<file path="src/rtl/ham84_enc_tx.sv">
// (8,4) extended-Hamming encoder with error injection and a codeword FIFO.
// Upstream words are encoded, optionally corrupted, queued, then streamed out.
module ham84_enc_tx #(
    parameter int FIFO_DEPTH = 4,
    parameter int COUNT_W    = 16
) (
    input  logic                            clk,
    input  logic                            rst_n,
    input  logic                            in_valid,
    output logic                            in_ready,
    input  logic [3:0]                      in_data,
    input  logic                            inj_en,
    input  logic [7:0]                      inj_mask,
    output logic                            out_valid,
    input  logic                            out_ready,
    output logic [7:0]                      out_codeword,
    output logic                            out_injected,
    output logic [$clog2(FIFO_DEPTH):0]     fifo_level,
    output logic [COUNT_W-1:0]              word_count
);
    localparam int PTR_W = $clog2(FIFO_DEPTH);
    localparam int LVL_W = PTR_W + 1;
    localparam logic [LVL_W-1:0] FULL = LVL_W'(FIFO_DEPTH);

    logic [7:0]       cw_mem  [FIFO_DEPTH];
    logic             inj_mem [FIFO_DEPTH];
    logic [PTR_W-1:0] wr_ptr;
    logic [PTR_W-1:0] rd_ptr;
    logic [LVL_W-1:0] level;
    logic [7:0]       enc_cw;
    logic [7:0]       store_cw;
    logic             store_inj;
    logic             push;
    logic             pop;

    always_comb begin
        enc_cw      = 8'h00;
        enc_cw[7:4] = in_data;
        enc_cw[0]   = in_data[0] ^ in_data[1] ^ in_data[3];
        enc_cw[1]   = in_data[0] ^ in_data[2] ^ in_data[3];
        enc_cw[2]   = in_data[1] ^ in_data[2] ^ in_data[3];
        enc_cw[3]   = in_data[0] ^ in_data[1] ^ in_data[2];
        store_cw    = enc_cw ^ (inj_en ? inj_mask : 8'h00);
        store_inj   = inj_en && (inj_mask != 8'h00);
    end

    // Ready comes from the level register only, so a same-cycle pop never frees a full slot.
    assign in_ready   = (level != FULL);
    assign out_valid  = (level != '0);
    assign push       = in_valid && in_ready;
    assign pop        = out_valid && out_ready;
    assign fifo_level = level;

    assign out_codeword = out_valid ? cw_mem[rd_ptr] : 8'h00;
    assign out_injected = out_valid ? inj_mem[rd_ptr] : 1'b0;

    always_ff @(posedge clk) begin
        if (rst_n && push) begin
            cw_mem[wr_ptr]  <= store_cw;
            inj_mem[wr_ptr] <= store_inj;
        end
    end

    always_ff @(posedge clk) begin
        if (!rst_n) begin
            wr_ptr     <= '0;
            rd_ptr     <= '0;
            level      <= '0;
            word_count <= '0;
        end else begin
            if (push) wr_ptr <= wr_ptr + 1'b1;
            if (pop)  rd_ptr <= rd_ptr + 1'b1;
            unique case ({push, pop})
                2'b10:   level <= level + 1'b1;
                2'b01:   level <= level - 1'b1;
                default: level <= level;
            endcase
            if (pop && (word_count != '1))
                word_count <= word_count + 1'b1;
        end
    end
endmodule
</file>
<file path="config.mk">
export PLATFORM = sky130hd
export DESIGN_NAME = ham84_enc_tx
export DESIGN_NICKNAME = d
export VERILOG_FILES = /design/src/rtl/ham84_enc_tx.sv
export SDC_FILE = /design/constraint.sdc
export NUM_CORES = 1
export LEC_CHECK = 0
export BUFFER_PORTS_ARGS = -buffer_cell sky130_fd_sc_hd__buf_2
export CAP_MARGIN = 15
export CORE_ASPECT_RATIO = 1.2
export CORE_MARGIN = 4
export CORE_UTILIZATION = 46
export CTS_CLUSTER_SIZE = 12
export DETAILED_ROUTE_END_ITERATION = 10
export GPL_TIMING_DRIVEN = 0
export PLACE_DENSITY = 0.67
export SKIP_CTS_REPAIR_TIMING = 1
export SYNTH_ARGS = -nofsm -noshare
export SYNTH_HDL_FRONTEND = slang
export SYNTH_SLANG_ARGS = --single-unit
</file>
<file path="constraint.sdc">
create_clock -name clk -period 6.2 [get_ports clk]
set_input_delay 1.24 -clock clk [delete_from_list [all_inputs] [get_ports clk]]
set_output_delay 1.24 -clock clk [all_outputs]
set_load 0.02 [all_outputs]
</file>
**Word level (Yosys, flattened, before mapping)**

Memory sizes are Yosys's and may differ from the RTL's. A register that Yosys moved wholly into a read port is not among the register bits.
Index checks and enable logic that the tools add are counted.

- Add/sub/neg operators: 5
- Multipliers: 0
- Divide/modulo/power cells: 0
- $lt $le $gt $ge: 0
- Equality and inequality tests: 4
- Shifts and indexed selects: 0
- Mux-type cells: 10
- Bitwise gates (word level): 8
- Reduce and logical (&&, ||, !) cells: 8

Operators by type and width:

| operator | number |
|---|---|
| adder 16 x 1 -> 16 bit (second input constant) | 1 |
| two-way mux 8 bit | 2 |
| != test 16 bit (second input constant) | 1 |
| two-way mux 2 bit | 4 |
| nonzero test 8 bit | 1 |
| bitwise XOR 8 bit | 1 |
| bitwise XOR 1 bit | 7 |
| case mux 3 bit (2 select lines) | 1 |
| logical AND 1 bit | 5 |
| adder 2 x 1 -> 2 bit (second input constant) | 2 |
| adder 3 x 1 -> 3 bit (second input constant) | 1 |
| two-way mux 1 bit | 3 |
| != test 3 bit (second input constant) | 1 |
| nonzero test 3 bit | 1 |
| subtractor 3 x 1 -> 3 bit (second input constant) | 1 |
| == test 2 x 1 -> 1 bit (second input constant) | 1 |
| == test 2 bit (second input constant) | 1 |
| nonzero test 2 bit | 1 |

- Bits in registers: 23
- Bits in latches: 0
- RAM bits: 36
- Memory bits (read-only): 0
- Input bits: 17
- Output and inout bits: 30
- Word-level logic and storage cells: 41
- Memories kept: 2

Memory list:

| memory | words | width | rd ports | clocked after Yosys merged registers in | wr ports | line | source |
|---|---|---|---|---|---|---|---|
| cw_mem | 4 | 8 | 1 | 1 | 1 | 25 | `logic [7:0] cw_mem [FIFO_DEPTH];` |
| inj_mem | 4 | 1 | 1 | 1 | 1 | 26 | `logic inj_mem [FIFO_DEPTH];` |

**Depth between registers and ports, before layout**

- Depth in word-level cells: 5
- Depth in mapped cells: 10
- Gate-level depth less buffers: 9

**Worst setup path after synthesis**

OpenSTA, ideal clock, no wires.

- Path kind: input-to-reg
- Start: input port in_valid
- End: register level[2], in the netlist fifo_level[2]
- Library setup time: 0.072 ns
- Arrival: 2.723 ns
- Required time: 6.128 ns
- Slack: 3.405 ns
- Cell stages on the path: 9
- Buffers on the path: 1
- Cell sequence: and2_1 -> clkbuf_1 -> inv_1 -> ha_1 -> inv_1 -> fa_1 -> xor2_1 -> or3_1 -> a21oi_1

- Word-level cells in the longest chain between the ends: 3
- Elaborated cells between the ends (all ways): 5
- Those cells by class: 2 x eq/ne; 1 x mux; 2 x reduce/logical

RTL lines:

| item | line | source |
|---|---|---|
| start: declaration | 9 | `input logic in_valid,` |
| logical AND 1 bit (*) | 50 | `assign push = in_valid && in_ready;` |
| == test 2 x 1 -> 1 bit / == test 2 bit (equally long branches) | 73 | `unique case ({push, pop})` |
| case mux 3 bit (2 select lines) / nonzero test 2 bit (equally long branches) | -- |  |
| end signal: assignment | 74 | `2'b10: level <= level + 1'b1;` |
| end signal: assignment | 75 | `2'b01: level <= level - 1'b1;` |
| end signal: assignment | 76 | `default: level <= level;` |
| end: declaration | 29 | `logic [LVL_W-1:0] level;` |

Mark *: on every way between the ends. The rest lies on a longest branch, timed or not.
A chain may end at the register's enable or synchronous reset.

==> results.toml <==
[drt]
vias = 1954
ant_nets = 0
drcViolationCount = 0
wl_um = 5480
first_pass_iters = 5
vias_per_cell = 5.25
avgRoutedWirePerCell_um = 14.7
drt_iter0_drc = 76

[clocking]
root_buffer = "clkbuf_8"
cts_sinks = 61
clk_latency_ns = 0.34
cts.clk_slew.worst_paths_ns = 0.07
cts_tree = "built"
clockBufferDepth = 2
numCtsBuffers = 9
cts_htree_levels = 3

[worst_setup_path]
cp.buffers_inverters = 2
cp-endpoint = "out_codeword[1]"
rr_worst_depth = 10
cp.depth = 4
cp_slowest_stage_delay_ns = 0.55
cp.arrival_ns = 1.82
crit_type = "reg2out"
worstPathRequired_ns = 4.96
cp_top_family = "multiplexers"
crit_path_end_kind = "output pin"
rrSetupSlack_ns = 3.60
crit_chain = "buf_2 -> mux4_2 -> and2_1 -> buf_2"
rr_startpoint = "fifo_level[2]"
cpMaxStageDelayCell = "mux4_2"
r2r_end = "fifo_level[2]"
cp-start-kind = "flop"
crit_top_cell = "buf_2"
cp_max_fo = 9

[yosys]
synth_top_area_frac = 0.384
syn_inst = 231
synth_top_family_by_area = "simple AND/OR/NAND/NOR gates"
yosys.area_share.simple = 0.165
yosysTopAreaCell = "edfxtp_1"
synth_area_leaders = "edfxtp_1 38%, dfxtp_1 18%, mux4_2 7.2%"
synth-adder-area-share = 0.0338
synth-seq-cells = 61
synthMuxAreaShare = 0.0897
syn-cell-area_um2 = 2820
syn_nets = 255
ys_seq_area_frac = 0.562
ys_types = 37
synth_compound_area_frac = 0.0631
synth_xor_area_frac = 0.0591
syn_avg_cell_area_um2 = 12.2
ys_warn_count = 0

[min_path]
min-delay-start = "word_count[14]"
whs_path_depth = 2
min_path_type = "reg2reg"

[sta]
min_period_ns = 3.06
setup_violations = 0
slew_headroom = 0.326
max_slew.worst_pin.slew_ns = 1.00
rsz0062_at_grt = "false"
setup_tns_ns = 0
layout_setup_ws_ns = 3.14
finalHoldViolCount = 0
drv_slew = 0
fmax_mhz = 326
period_share = 0.494
clock_skew_ns = 0.00730

[floorplanning]
die_area_um2 = 7440
dieWidth_um = 79.4
io_pins = 47
coreArea_um2 = 5780
rows = 30
start_util = 0.487
die_y_um = 93.7

[final_layout]
antenna_cells = 0
layout.cells.non_filler = 372
nNetsFinal = 311
areaGrowthSynthToFinish_pct = 18.9
drive_above_1_share = 0.250

[grt]
overflow = 0
grt_use_total = 0.162
grt_start_max_net_pins = 12
antenna_found_initial = 0
grt_pass1_vias = 1926
grt_pass1_wl_um = 9030

[placement]
pre_cts_ws_ns = 3.16
place_congestion = 0.778
dp_hpwl_um = 3900
dp_cells = 356
io_buffers = 45

[job]
max_cap_viol_count = 0

[outcome]
status = "complete, no violations"

[power_and_ir_drop]
ir_drop_mv = 0.176
power.density_nw_per_um2 = 370
p_leak_nw = 1.22
cells in the final DEF, fill, tap and decap left out, drive strengths merged:
master  instances
mux4            9
nor2            8
mux2i           5
nor3            1
or3b            1
nand2          23
a21oi          12
buf            48
and2           10
nor2b           1
nand3           6
or3             5
nor4            6
inv             9
ha              6
xnor2          16
o311ai          2
clkinv          5
fa              1
edfxtp         36
and4            1
nor4b           2
o31ai           5
o31a            1
a21boi          1
or4             6
nand2b          3
bufinv          2
o41ai           3
xor2            3
o21ai           4
or2             1
and3            4
nand4           5
clkbuf         16
dfxtp          25
final cells by class:
class	count	area (µm²)
clock buffers	10	128
fillers	529	2430
clock inverters	6	78.8
plain buffers	9	40.0
multi-input cells	151	1160
repair buffers	45	225
flip-flops and latches	61	1580
well taps	80	100
inverters	10	37.5
metal layers:
| metal | track usage | share of wire | up-vias |
|---|---|---|---|
| li1 | - | - | 971 |
| met1 | 0.183 | 0.42 | 922 |
| met2 | 0.281 | 0.52 | 48 |
| met3 | 0.0355 | 0.040 | 13 |
| met4 | 0.0903 | 0.023 | 0 |
| met5 | 0 | 0 | - |
cells by family after synthesis:
family	count (synthesis)
AOI/OAI and AO/OA	28
and+or+nand+nor	83
buffers and inverters	19
DFF	61
muxes	14
xor gates and xnor gates	19
adders and majority gates	7
worst min-delay path by stage:
stage | endpoint | slack [ns]
6_report | word_count[14] | 0.50
5_1_grt | word_count[14] | 0.53
4_1_cts | word_count[11] | 0.50
3_5_place_dp | word_count[11] | 0.49
3_3_place_gp | word_count[11] | 0.48
2_1_floorplan | wr_ptr[1] | 0.47
stage by stage:
| step | util | total power, mW | instance area (µm²) | hold slack (ns) |
|---|---|---|---|---|
| 2_1_floorplan | - | 0.776 | 2820 | 0.469 |
| 3_3_place_gp | 0.544 | 0.878 | 3140 | 0.482 |
| 3_5_place_dp | 0.544 | 0.884 | 3140 | 0.491 |
| 4_1_cts | 0.579 | 1.25 | 3350 | 0.500 |
| 5_1_grt | 0.579 | 1.31 | 3350 | 0.532 |
| 6_report | 0.579 | 1.24 | 3350 | 0.501 |
state kept, by name (all words and copies together) (netlist names), named ones only:
signal	count
rd_ptr	2
wr_ptr	2
fifo_level	3
word_count	16
inj_mem	4
cw_mem	32
tightest hold or removal path, stage by stage, from the launching register on:
cell,delay (ns)
dfxtp_1,0.34
o41ai_1,0.07
a21oi_1,0.05
Yosys cell counts:
| library cell | count |
|---|---|
| edfxtp_1 | 36 |
| dfxtp_1 | 25 |
| nand2_1 | 23 |
| xnor2_1 | 16 |
| a21oi_1 | 12 |
| and2_1 | 10 |
| inv_1 | 9 |
| mux4_2 | 9 |
| nor2_1 | 8 |
| clkbuf_1 | 6 |
| ha_1 | 6 |
| nand3_1 | 6 |
| nor4_1 | 6 |
| or4_1 | 6 |
| mux2i_1 | 5 |
| o31ai_1 | 5 |
| or3_1 | 5 |
| and3_1 | 4 |
| nand4_1 | 4 |
| o21ai_0 | 4 |
| nand2b_1 | 3 |
| o41ai_1 | 3 |
| xor2_1 | 3 |
| buf_2 | 2 |
| nor4b_1 | 2 |
| o311ai_0 | 2 |
| a21boi_0 | 1 |
| and4_1 | 1 |
| buf_4 | 1 |
| clkinv_1 | 1 |
| fa_1 | 1 |
| nand4_4 | 1 |
| nor2b_1 | 1 |
| nor3_1 | 1 |
| o31a_1 | 1 |
| or2_0 | 1 |
| or3b_2 | 1 |
power by group:
| group | internal, mW | total [mW] | switching (mW) |
|---|---|---|---|
| logic | 0.156 | 0.368 | 0.212 |
| clock network | 0.223 | 0.371 | 0.148 |
| registers | 0.474 | 0.500 | 0.0259 |
| total | 0.853 | 1.24 | 0.386 |
Note: power is estimated with default switching activity, not from simulation.
